===== config.mk =====
export PLATFORM = sky130hd
export DESIGN_NAME = esn_output_packetizer
export DESIGN_NICKNAME = d
export VERILOG_FILES = /design/src/rtl/esn_output_packetizer.sv
export SDC_FILE = /design/constraint.sdc
export NUM_CORES = 1
export LEC_CHECK = 0
export ABC_AREA = 1
export CORE_ASPECT_RATIO = 2
export CORE_UTILIZATION = 61
export CTS_BUF_LIST = sky130_fd_sc_hd__clkbuf_4 sky130_fd_sc_hd__clkbuf_8 sky130_fd_sc_hd__clkbuf_16
export CTS_CLUSTER_DIAMETER = 80
export CTS_CLUSTER_SIZE = 24
export DETAILED_ROUTE_END_ITERATION = 16
export MAX_ROUTING_LAYER = met4
export PLACE_DENSITY = 0.78
export SYNTH_ARGS = -nofsm -noshare
export SYNTH_HDL_FRONTEND = slang
export SYNTH_SLANG_ARGS = --single-unit

===== constraint.sdc =====
create_clock -name clk -period 3.2 [get_ports clk]
set_input_delay 0.64 -clock clk [delete_from_list [all_inputs] [get_ports clk]]
set_output_delay 0.64 -clock clk [all_outputs]
set_load 0.03 [all_outputs]

===== src/rtl/esn_output_packetizer.sv =====
// ESN output packetizer: rounds Q24 results to saturated Q10, buffers them, and
// streams fixed-size byte frames (header, sequence, samples MSB-first) to Ethernet TX.
module esn_output_packetizer #(
  parameter int          DEPTH         = 16,
  parameter int          FRAME_SAMPLES = 4,
  parameter logic [7:0]  HDR_BYTE      = 8'hA5
) (
  input  logic                       clk,
  input  logic                       rst,
  input  logic [31:0]                y_in,
  input  logic                       y_valid,
  output logic [7:0]                 tx_data,
  output logic                       tx_valid,
  output logic                       tx_last,
  input  logic                       tx_ready,
  output logic [$clog2(DEPTH):0]     fifo_count,
  output logic                       overflow,
  output logic [15:0]                drop_cnt
);
  localparam int AW = $clog2(DEPTH);
  localparam int CW = AW + 1;
  localparam int IW = (FRAME_SAMPLES > 1) ? $clog2(FRAME_SAMPLES) : 1;

  localparam logic [2:0] IDLE    = 3'd0;
  localparam logic [2:0] HDR     = 3'd1;
  localparam logic [2:0] SEQ     = 3'd2;
  localparam logic [2:0] DATA_HI = 3'd3;
  localparam logic [2:0] DATA_LO = 3'd4;

  // 33-bit add so the rounding offset can never wrap near +full-scale
  logic signed [32:0] sum, shr;
  logic [15:0]        q_sat;

  always_comb begin
    sum = $signed({y_in[31], y_in}) + 33'sd8192;
    shr = sum >>> 14;
    if (shr > 33'sd32767)       q_sat = 16'h7FFF;
    else if (shr < -33'sd32768) q_sat = 16'h8000;
    else                        q_sat = shr[15:0];
  end

  logic [15:0] q_reg;
  logic        q_vld;

  always_ff @(posedge clk) begin
    if (rst) begin
      q_reg <= '0;
      q_vld <= 1'b0;
    end else begin
      q_vld <= y_valid;
      if (y_valid) q_reg <= q_sat;
    end
  end

  logic [15:0]   mem [DEPTH];
  logic [AW-1:0] rd_ptr, wr_ptr;
  logic [CW-1:0] count;
  logic [2:0]    state;
  logic [IW-1:0] idx;
  logic [7:0]    seq;
  logic          pop, push_ok;

  assign pop        = (state == DATA_LO) && tx_valid && tx_ready;
  // a pop on the same edge frees the slot the incoming sample needs
  assign push_ok    = q_vld && ((count < CW'(DEPTH)) || pop);
  assign fifo_count = count;

  always_ff @(posedge clk) begin
    if (push_ok) mem[wr_ptr] <= q_reg;
  end

  always_ff @(posedge clk) begin
    if (rst) begin
      rd_ptr   <= '0;
      wr_ptr   <= '0;
      count    <= '0;
      overflow <= 1'b0;
      drop_cnt <= '0;
    end else begin
      if (push_ok) wr_ptr <= wr_ptr + AW'(1);
      if (pop)     rd_ptr <= rd_ptr + AW'(1);
      case ({push_ok, pop})
        2'b10:   count <= count + CW'(1);
        2'b01:   count <= count - CW'(1);
        default: ;
      endcase
      if (q_vld && !push_ok) begin
        overflow <= 1'b1;
        if (drop_cnt != 16'hFFFF) drop_cnt <= drop_cnt + 16'd1;
      end
    end
  end

  // Outputs are registered; in every non-IDLE state tx_valid is high, so tx_ready alone is the handshake
  always_ff @(posedge clk) begin
    if (rst) begin
      state    <= IDLE;
      tx_data  <= '0;
      tx_valid <= 1'b0;
      tx_last  <= 1'b0;
      seq      <= '0;
      idx      <= '0;
    end else begin
      case (state)
        IDLE: if (count >= CW'(FRAME_SAMPLES)) begin
          state    <= HDR;
          tx_valid <= 1'b1;
          tx_last  <= 1'b0;
          tx_data  <= HDR_BYTE;
          idx      <= '0;
        end
        HDR: if (tx_ready) begin
          state   <= SEQ;
          tx_data <= seq;
        end
        SEQ: if (tx_ready) begin
          state   <= DATA_HI;
          tx_data <= mem[rd_ptr][15:8];
        end
        DATA_HI: if (tx_ready) begin
          state   <= DATA_LO;
          tx_data <= mem[rd_ptr][7:0];
          tx_last <= (idx == IW'(FRAME_SAMPLES - 1));
        end
        DATA_LO: if (tx_ready) begin
          if (tx_last) begin
            state    <= IDLE;
            tx_valid <= 1'b0;
            tx_last  <= 1'b0;
            seq      <= seq + 8'd1;
          end else begin
            // whole frame is buffered, so the next head is already valid
            state   <= DATA_HI;
            idx     <= idx + IW'(1);
            tx_data <= mem[rd_ptr + AW'(1)][15:8];
          end
        end
        default: state <= IDLE;
      endcase
    end
  end
endmodule


==> summary by stage, run 1 <==
Setup path
The kind of capture point of the worst setup path is a register. The critical path launch point type is a register. The arrival time at the worst endpoint is ~3.1 ns. Across all register-to-register paths, the minimum setup slack is 0.53 ns. The worst setup path is of the reg -> reg kind. Of all nets on the critical path, the largest fanout is 8. The critical path goes through inv_2 -> nor2_4 -> nand3_2 -> nand2_1 -> nand2_1 -> ha_1 -> fa_1 -> a21o_1 -> a21oi_1 -> inv_1 -> a21oi_1 -> o21ai_0 -> o21ai_0 -> a21oi_1. The critical path buffer and inverter count is 2. At the worst endpoint, the required time is ~3.6 ns. For this run, the slowest stage of the critical path takes approximately 0.52 ns. The largest delay contributor family on the critical path is compound AO/OA/AOI/OAI gates. The largest individual stage delay along the critical path comes from the cell sky130_fd_sc_hd__dfxtp_1.

The cell seen most often among critical-path stages is sky130_fd_sc_hd__a21oi_1.

Finish
The number of flip-flops in the largest register is between 200 and 300. The fill cell total of the finished layout is 1871. The number of antenna repair diodes is 0. Of the cells placed in the final design, the portion with a size suffix greater than 1 is a little under a tenth. The sequential cell area in the final layout is 0.00918 mm².

The area occupied by multi-input gates is 0.00555 mm². The finished cells cover 0.0172 mm². The growth of design area from synthesis to finish is 10.0%.

In the final design database the tool counted ~1800 nets.

Die
The die span in y is 229 µm. The horizontal die dimension is ~120 µm. The area enclosed by the die boundary is between 0.02 and 0.03 mm².

Pin placement for this block handled 68 I/O pins. The placeable core area is ~0.025 mm². After floorplanning, the core was divided into 82 placement rows.

The starting density of the core is between 60% and 70%.

Synthesis
Yosys attributes the largest share of cell area to sky130_fd_sc_hd__edfxtp_1, sky130_fd_sc_hd__dfxtp_1, sky130_fd_sc_hd__nand2_1, sky130_fd_sc_hd__nand3_1, sky130_fd_sc_hd__o21ai_0. The async set-or-reset flop fraction in the synthesized netlist is 0%. Of the synthesized area, sequential elements account for 58.5%. In this run the mean area of a mapped cell was 9.13 µm². The count of unique library cells instantiated by Yosys is 53. The flip-flop and latch count after synthesis is 330. Counting flops with a built-in enable in the synthesized netlist gives between 200 and 300.

The cell type with the highest aggregate area in the netlist is sky130_fd_sc_hd__edfxtp_1. In this run the cell area of the synthesized design comes to 0.0157 mm². Synthesis produced a netlist with a net count of 1767. The Yosys step of the flow raised 0 warnings. The most frequently used flop master after synthesis is sky130_fd_sc_hd__edfxtp_1. The synthesized design devotes to its leading area cell type just under 50% of total area. After technology mapping, the gate count stands at 1717.

STA
The final critical path time including I/O delays and setup is between 2 and 3 ns. Timing would allow up to approximately 0.37 GHz. The worst hold-check slack is between 0.4 and 0.5 ns. Setup repair after global routing left no endpoint under its margin. Measured against its own limit, the worst slew margin works out to 36.0%. Setup violations remaining at the end of the flow were counted as 0. The count of pins over their slew limit is 0. For the pin with the worst max-slew slack, the measured transition is 0.960 ns. The final setup TNS is 0 ns. The worst path uses about 83% of the clock period. The clock tree skew after final layout is around 0.015 ns.

The number of failing hold endpoints at the final stage is 0.

Place
The weighted congestion at the end of routability-driven global placement is 0.901. During placement, the flow inserted port buffers numbering 54. The estimated wirelength of the detail-placed design is roughly 27000 µm. Summing all placed instances gives a cell area of 0.0167 mm².

GRT
The overall routing resource usage is between 30% and 40%. The first-pass GRT wire length is about 65000 µm. Entering global routing, the biggest net connects 92 pins. Summed over all layers, the global routing overflow is 0. The initial antenna violation count is 0.

The via count of the first global-routing pass is 12700.

CTS
The total setup buffers inserted after CTS is 0. CTS built an H-tree with a depth of 1. The clock passes through at most 3 buffers.

The tree is rooted in a sky130_fd_sc_hd__clkbuf_16. The total number of clock tree sinks is 330. Hold repair after CTS inserted 0 buffers. At the later pin of the worst-skew pair, clock insertion delay measures 0.52 ns. The number of clock buffers added by TritonCTS is 17. The count of instances resized after the clock tree is built is 0. The post-CTS clock slew at the launch and capture registers of the worst setup and hold paths is roughly 0.090 ns. The CTS tree is yes.

Power and ir drop
The share of total power dissipated in sequential elements is about 60%. Cell internal power was estimated by the tool at roughly 6.1 mW. The leakage power total is 6.66 nW.

For this design the ratio of total power to cell area is 468 mW/mm². The analysis attributes to net switching a power of between 1.5 and 2 mW. The maximum VDD drop is around 0.00042 V.

Of the total power, the clock network draws a little under a third. Net switching is between 20% and 30% of the power. The relative contribution of combinational cells to total power is about 10%.

Drt
The detail-routed via count per cell is ~6. The number of design-rule violations left by the first detailed-router iteration is about 1100. Dividing the detail-routed wire length by the instance count gives approximately 20 µm. The via count is between 10000 and 15000.

The post-detailed-routing wire length is 41200 µm. Before antenna repair, the detailed router went through 5 iterations. In this run the remaining antenna-violating nets after routing total 0. For this run, design rule violations remaining after detail routing come to 0.

Outcome
The run finished with clean final reports.

Job
The max-cap violation count is 0.

Hold path
The path class of the lowest-slack min-delay path is reg -> reg.
[cells in the mapped netlist, types with 3 or more instances]
cell type                    n
sky130_fd_sc_hd__nor2_1    148
sky130_fd_sc_hd__o22ai_1     8
sky130_fd_sc_hd__clkbuf_1   54
sky130_fd_sc_hd__nand3_1   187
sky130_fd_sc_hd__ha_1       13
sky130_fd_sc_hd__nor4_1      3
sky130_fd_sc_hd__inv_1     153
sky130_fd_sc_hd__a21oi_1    89
sky130_fd_sc_hd__xnor2_1     9
sky130_fd_sc_hd__nor2_4      3
sky130_fd_sc_hd__o21ai_0   153
sky130_fd_sc_hd__nor3_1      9
sky130_fd_sc_hd__inv_2      12
sky130_fd_sc_hd__buf_1       8
sky130_fd_sc_hd__nand4_1     6
sky130_fd_sc_hd__o211ai_1   21
sky130_fd_sc_hd__a21oi_2    12
sky130_fd_sc_hd__o21ai_1    15
sky130_fd_sc_hd__dfxtp_1    74
sky130_fd_sc_hd__nor2_2      8
sky130_fd_sc_hd__xor2_1     10
sky130_fd_sc_hd__buf_2      23
sky130_fd_sc_hd__nand2_2    18
sky130_fd_sc_hd__nand2_1   390
sky130_fd_sc_hd__edfxtp_1  256
[tightest hold or removal path: stages, from the launching register on]
cell,delay (ns)
sky130_fd_sc_hd__dfxtp_1,0.32
sky130_fd_sc_hd__nand2_1,0.06
sky130_fd_sc_hd__a21oi_1,0.06
[power groups by stage]
stage,sequential (mW),combinational [mW],clock (mW)
2_1_floorplan,4.97,0.433,0
3_3_place_gp,4.94,0.768,0
3_5_place_dp,4.95,0.782,0
4_1_cts,4.85,0.794,2.44
5_1_grt,4.86,0.874,2.57
6_report,4.85,0.794,2.42
[cells in the final DEF (no fill, tap or decap), types with 3 or more instances in the layout]
cell / n
sky130_fd_sc_hd__o211ai_1: 21
sky130_fd_sc_hd__o22ai_1: 8
sky130_fd_sc_hd__buf_4: 46
sky130_fd_sc_hd__o21ai_0: 153
sky130_fd_sc_hd__inv_1: 153
sky130_fd_sc_hd__xor2_1: 10
sky130_fd_sc_hd__nor2_2: 24
sky130_fd_sc_hd__nand3_1: 187
sky130_fd_sc_hd__edfxtp_1: 256
sky130_fd_sc_hd__nor2_1: 132
sky130_fd_sc_hd__nor4_1: 3
sky130_fd_sc_hd__clkbuf_16: 17
sky130_fd_sc_hd__nand2_2: 18
sky130_fd_sc_hd__a21oi_1: 89
sky130_fd_sc_hd__clkdlybuf4s50_1: 54
sky130_fd_sc_hd__xnor2_1: 8
sky130_fd_sc_hd__o21ai_1: 15
sky130_fd_sc_hd__clkbuf_4: 11
sky130_fd_sc_hd__dfxtp_1: 71
sky130_fd_sc_hd__ha_1: 13
sky130_fd_sc_hd__nor2_4: 3
sky130_fd_sc_hd__nand2_1: 390
sky130_fd_sc_hd__buf_12: 3
sky130_fd_sc_hd__inv_2: 11
sky130_fd_sc_hd__nor3_1: 9
sky130_fd_sc_hd__nand4_1: 6
sky130_fd_sc_hd__a21oi_2: 12
[per-layer routing]
metal	global-route usage, %	part of all wire, %
met1	34.9	33
met2	57.7	52
met3	4.24	7.9
met4	23.0	7.3
met5	-	0
[kinds of logic after synthesis]
logic type / after synthesis / share of synthesized area, %
AOI/OAI and AO/OA: 313 / 11.1
xor gates and xnor gates: 20 / 1.17
buffers and inverters: 254 / 6.42
and+or+nand+nor: 786 / 21.7
DFF: 330 / 58.5
adders and majority gates: 14 / 1.17
[per-stage QoR]
stage                     total power, mW  utilization [%]  std cells  setup slack (ns)
after floorplan                      5.40                -       1717             0.636
after global placement               5.71             66.5       2069            0.0331
after detailed placement             5.73             66.5       2069            0.0487
after CTS                            8.09             68.6       2099             0.511
after global routing                 8.31             68.6       2099             0.272
final                                8.06             68.6       2099             0.529
[final timing paths]
path | start | endpoint | depth (start not counted)
min | idx[1]$_SDFFE_PP0P_ | idx[1]$_SDFFE_PP0P_ | 2
max reg2reg | state[2]$_SDFFE_PP0P_ | fifo_count[4]$_SDFFE_PP0P_ | 14
min reg2reg | idx[1]$_SDFFE_PP0P_ | idx[1]$_SDFFE_PP0P_ | 2
max | state[2]$_SDFFE_PP0P_ | fifo_count[4]$_SDFFE_PP0P_ | 14
[final cells by class]
| class | instances | share of cell area, % |
|---|---|---|
| Clock inverter | 2 | 0.102 |
| Clock buffer | 28 | 2.95 |
| Inverter | 167 | 3.64 |
| Tap cell | 336 | 2.44 |
| Multi-Input combinational cell | 1133 | 32.2 |
| Timing Repair Buffer | 103 | 5.48 |
| Sequential cell | 330 | 53.2 |
No activity file was read; power rests on OpenSTA's default activity.
==> run 2: changes to the inputs <==
Settings changed: CORE_UTILIZATION 61 to 55, PLACE_DENSITY 0.78 to 0.74.
Clock period 3.2 ns to 2.4 ns, I/O delays scaled along.
==> summary by stage, run 2 (synthesis results as in run 1) <==
Outcome
The run finished with clean final reports.

Die
The placeable core area is ~0.028 mm². The die covers slightly below 0.03 mm². The die is about 120 µm wide. The number of ports placed on the die boundary is 68. The row count is 87.

The die span in y is 241 µm. The starting density of the core is roughly 56%.

Drt
For this run, design rule violations remaining after detail routing come to 0. The number of design-rule violations left by the first detailed-router iteration is a little under 1000. The average wire per standard cell is around 19 µm.

Dividing the detail-routed via count by the number of cells gives 5.84. The post-detailed-routing wire length is between 40000 and 50000 µm. The via count is around 13000. The remaining number of nets flagged by the antenna check after routing is 0. The number of search-and-repair iterations in the first detailed-routing pass is 6.

STA
Setup violations remaining at the end of the flow were counted as 0. The number of failing hold endpoints at the final stage is 0. The count of pins over their slew limit came to 0. The final clock period utilization by the worst path is a little over nine tenths. The worst hold-check slack is roughly 0.48 ns. The actual transition at the worst max-transition pin is 0.813 ns. The worst path in the final design needs a cycle of 2.26 ns, including I/O delays and setup. After routing, the total negative slack on setup checks comes to 0 ns. The achievable frequency is 0.442 GHz.

The worst slew slack as a fraction of its limit is a little under half. The smallest setup slack after layout is between 0.1 and 0.15 ns. Between clock sinks in the finished design, the worst skew comes to about 0.023 ns.

GRT
The via count of the first global-routing pass came to 12500. The first-pass GRT wire length is 65400 µm. The pin count of the biggest net entering global routing is 94. The overall routing resource usage is 30.4%. The initial antenna violation count is 0.

The total grt overflow is 0.

CTS
CTS placed an instance of sky130_fd_sc_hd__clkbuf_16 at the clock tree root. CTS built an H-tree with a depth of 1. The clock network latency to the later pin of the worst-skew pair is 0.51 ns. TritonCTS built the clock tree.

The buffer levels on the longest clock path is 3. The total number of clock tree sinks is 330. The number of hold buffers added after CTS is 0. Clock-pin slew was measured on the worst setup and hold paths at ~0.1 ns. Buffers inserted during clock tree synthesis total 17.

Finish
The fill cell total of the finished layout is around 2300. The growth of design area from synthesis to finish is 14.2%. The library cell used most frequently in the layout, excluding fill and tap cells, is sky130_fd_sc_hd__nand2_1. The share of post-route cells with drive strength above 1 is about an eighth.

After the last flow step, the layout net total stands at roughly 1800. The top cell types in the final layout, fill and taps aside, are sky130_fd_sc_hd__nand2_1, sky130_fd_sc_hd__edfxtp_1, sky130_fd_sc_hd__nand3_1, sky130_fd_sc_hd__inv_1, sky130_fd_sc_hd__o21ai_0. The post-route cell area is 0.0179 mm². The number of flip-flops in the largest register is between 200 and 300. The number of antenna repair diodes is 0.

Setup path
Among all stages on the critical path, the largest delay is contributed by sky130_fd_sc_hd__dfxtp_1. The critical path buffer and inverter count is 2. The depth of the worst register-to-register path is 15. At the worst endpoint, the required time is around 2.8 ns. Data on the critical path arrives at its endpoint at 2.67 ns.

The total stage count of the critical path is 15. Along the worst path, the maximum fanout reaches 4. The category of the critical setup timing path is reg -> reg. The signal on the critical path passes through inv_2 -> nand2_2 -> nor2_4 -> nand3_4 -> nand2_2 -> nand2_2 -> ha_4 -> fa_2 -> a21o_1 -> a21oi_2 -> inv_1 -> a21oi_1 -> o21ai_0 -> o21ai_1 -> a21oi_1. In this design, the stage delay of the slowest critical-path cell is around 0.34 ns. The cell seen most often among critical-path stages is sky130_fd_sc_hd__nand2_2. The kind of capture point of the worst setup path is a register. The critical path launch point type is a register.

The largest delay contributor family on the critical path is compound AO/OA/AOI/OAI gates.

Power and ir drop
The areal power density over the cells is just over 600 mW/mm². After layout, the design draws a total of 10.9 mW. Across the VDD grid, the largest voltage drop is between 0.0005 and 0.0006 V.

In this run the static leakage power is 6.93 nW.

Place
The placement-stage cell area is between 0.015 and 0.02 mm². The estimated wirelength of the detail-placed design is ~28000 µm. The weighted congestion at the end of routability-driven global placement is about 0.89. The number of port buffers is 54.

Timing analysis after detailed placement gives a worst setup slack of -0.340 ns.

Job
The max-cap violation count is 0.

Hold path
The min-delay analysis places its worst path in the category reg -> reg. The hold-critical path depth is 2.
[run 2: cell types whose count changed in the layout (fill, tap and decap cells not counted), sizes merged]
cell	delta
buf	+44
inv	-1
[run 2: worst paths after layout]
kind | start | to | slack, ns
setup / recovery | state[0]$_SDFFE_PP0P_ | fifo_count[4]$_SDFFE_PP0P_ | 0.14
hold / removal | tx_data[1]$_SDFFE_PP0P_ | tx_data[1]$_SDFFE_PP0P_ | 0.48
setup reg to reg | state[0]$_SDFFE_PP0P_ | fifo_count[4]$_SDFFE_PP0P_ | 0.14
hold reg to reg | tx_data[1]$_SDFFE_PP0P_ | tx_data[1]$_SDFFE_PP0P_ | 0.48
[run 2: worst reg2reg max path, cell delays in order (launching register included)]
cell,delay [ns]
sky130_fd_sc_hd__dfxtp_1,0.34
sky130_fd_sc_hd__inv_2,0.06
sky130_fd_sc_hd__nand2_2,0.06
sky130_fd_sc_hd__nor2_4,0.12
sky130_fd_sc_hd__nand3_4,0.12
sky130_fd_sc_hd__nand2_2,0.09
sky130_fd_sc_hd__nand2_2,0.07
sky130_fd_sc_hd__ha_4,0.19
sky130_fd_sc_hd__fa_2,0.34
sky130_fd_sc_hd__a21o_1,0.21
sky130_fd_sc_hd__a21oi_2,0.11
sky130_fd_sc_hd__inv_1,0.06
sky130_fd_sc_hd__a21oi_1,0.10
sky130_fd_sc_hd__o21ai_0,0.11
sky130_fd_sc_hd__o21ai_1,0.13
sky130_fd_sc_hd__a21oi_1,0.05
[run 2: final cells by class]
class                   count  area [µm²]  share of cell area (%)
well taps                 356         445                    2.49
inverters                 167         628                    3.51
flip-flops and latches    330        9180                    51.2
multi-input cells        1133        5590                    31.2
clock buffers              28         508                    2.84
clock inverters             1        8.76                  0.0489
repair buffers            147        1550                    8.67
[run 2: through the flow]
step                      cells  utilization (%)
final                      2162             63.8
after global placement     2133             61.9
after CTS                  2162             63.7
after global routing       2162             63.8
after detailed placement   2133             61.9
after floorplan            1717                -
[run 2: metal layers]
| metal | wire length (µm) | global-route usage, % |
|---|---|---|
| met5 | 0 | - |
| met2 | 22500 | 54.2 |
| met1 | 14400 | 32.7 |
| met4 | 2350 | 17.4 |
| met3 | 2740 | 2.60 |
[run 2: repair_timing]
item / 4_1_cts / 5_1_grt
setup buffers: 0 / 0
gates resized for setup: 0 / 4
setup endpoints to repair: 0 / 2
[run 2: power breakdown]
group	internal, mW	switching, mW	total (mW)
clock	1.48	1.72	3.20
sequential	6.29	0.167	6.46
combinational	0.450	0.745	1.20
total	8.22	2.63	10.9
==> RTL change: new RTL, settings of run 2 <==
`DEPTH`: 16 -> 32.
--- a/src/rtl/esn_output_packetizer.sv
+++ b/src/rtl/esn_output_packetizer.sv
@@ -3,3 +3,3 @@
 module esn_output_packetizer #(
-  parameter int          DEPTH         = 16,
+  parameter int          DEPTH         = 32,
   parameter int          FRAME_SAMPLES = 4,
Ports: changed (resized fifo_count); port bits go from 68 to 69. No check against the original RTL was run, so the function may have changed too.
==> RTL change against run 2 <==
- largest power group unchanged
- sequential cell count rose by 260
- cell area up 72%
- wire length increased by 98%
- area after synthesis is 73% higher
- clock skew rose by 0.0083 ns
- highest routed layer unchanged
- combinational power is 39% higher
- setup slack worse by 0.13 ns
- total power increased by 73%
==> RTL change: results (changes against run 2) <==
Tcrit/Tclk final 99.9% (+5.6 points); placed inst area 29800 um^2 (+71%); largest net degree at the start of global routing 89 (-5.3%); Arrival @ worst endpoint 2.97 ns (+0.30 ns); first-pass GRT wire length 125000 um (+91%); GRT Util Overall 34.1% (+3.7 points); Post-Synthesis Net Count 2821 (+60%); synth cell count leaders nand2_1 (641), edfxtp_1 (512), nand3_1 (396); met3 WL 5540 um (+100%); CP max FO 22 (+18); Initial DRC Count 2230 (+130%); clk_skew 0.0317 ns (+0.00835 ns); status complete, no violations; Seq/Total Area, Yosys 62.4% (+3.9 points); M1 WL 27900 um (+93%); share of cells above drive strength 1 11.0% (-0.92 points); via count 21800 (+72%); Post-synth EDFFs 512 (+100%); leak pwr 11.4 nW (+65%); maximum VDD drop 0.855 mV (+61%); worst-margin pin slew 0.577 ns (-0.236 ns); post-placement setup slack -0.384 ns (-0.0441 ns); WL per Instance 23.5 um (+21%); met2 routed WL 43500 um (+93%); largest cells by area after synthesis edfxtp_1 (57%), nand2_1 (8.9%), nand3_1 (7.3%), dfxtp_1 (5.8%), nor2_1 (4.6%); # port buffers 55 (+1.9%); GPL Wtd Cong 0.981 (+10%); TritonRoute pass-1 iters 8 (+2)
## RTL change: cell families (layout without fill, tap and decap cells)
group	Yosys count	count (layout)	share of synthesized area [%]
AND/OR/NAND/NOR	1422	1422	22.3
AO/OA/AOI/OAI	431	431	9.11
flip-flops	590	590	62.4
buffers and inverters	294	429	4.65
XOR/XNOR	24	24	0.954
adder cells (fa/ha/maj)	12	12	0.553
## RTL change: path summary, 6_finish.rpt
path           endpoint  cells past startpoint        from  slack [ns]
max reg2reg  tx_data[5]                     10   rd_ptr[0]       0.002
min          tx_data[4]                      2  tx_data[4]        0.47
max          tx_data[5]                     10   rd_ptr[0]       0.002
min reg2reg  tx_data[4]                      2  tx_data[4]        0.47
## RTL change: metrics by stage
step,utilization [%],setup TNS (ns),instances,power (W)
2_1_floorplan,-,-2.62,2773,0.0125
3_3_place_gp,61.4,-16.90,3490,0.0132
3_5_place_dp,61.4,-36.95,3490,0.0133
5_1_grt,63.5,-0.0464,3546,0.0193
6_report,63.5,0,3546,0.0188
4_1_cts,63.2,0,3542,0.0188
## RTL change: layout make-up
cell class	count	area, um^2	area share [%]
timing repair buffer	253	2600	8.44
inverter	124	482	1.56
sequential	590	17000	55.1
clock buffer	51	891	2.89
multi-input combinational	1889	9060	29.4
clock inverter	1	11.3	0.0366
tap	638	798	2.59
## RTL change: worst register-to-register path: cells and delay by family (launching register included)
family | cells | cell delay, ns
flops | 1 | 0.40
compound gates | 2 | 0.42
simple gates | 6 | 0.94
fa+ha+maj | 1 | 0.37
buf+inv | 1 | 0.21
## RTL change: routing by layer
layer | up-vias | global-route usage [%]
li1 | 9867 | -
met1 | 10500 | 36.2
met2 | 1117 | 60.4
met3 | 290 | 2.86
met4 | 0 | 23.6
met5 | - | -
## RTL change: power breakdown
group          total (W)  internal (W)  switching, W
logic            0.00167      0.000567       0.00111
registers         0.0114        0.0113     0.0000936
clock network    0.00571       0.00255       0.00316
total             0.0188        0.0144       0.00436
## RTL change: timing repair
item,in CTS,in global routing
setup buffers,0,3
endpoints found under the setup margin,0,9
gates resized for setup,0,17
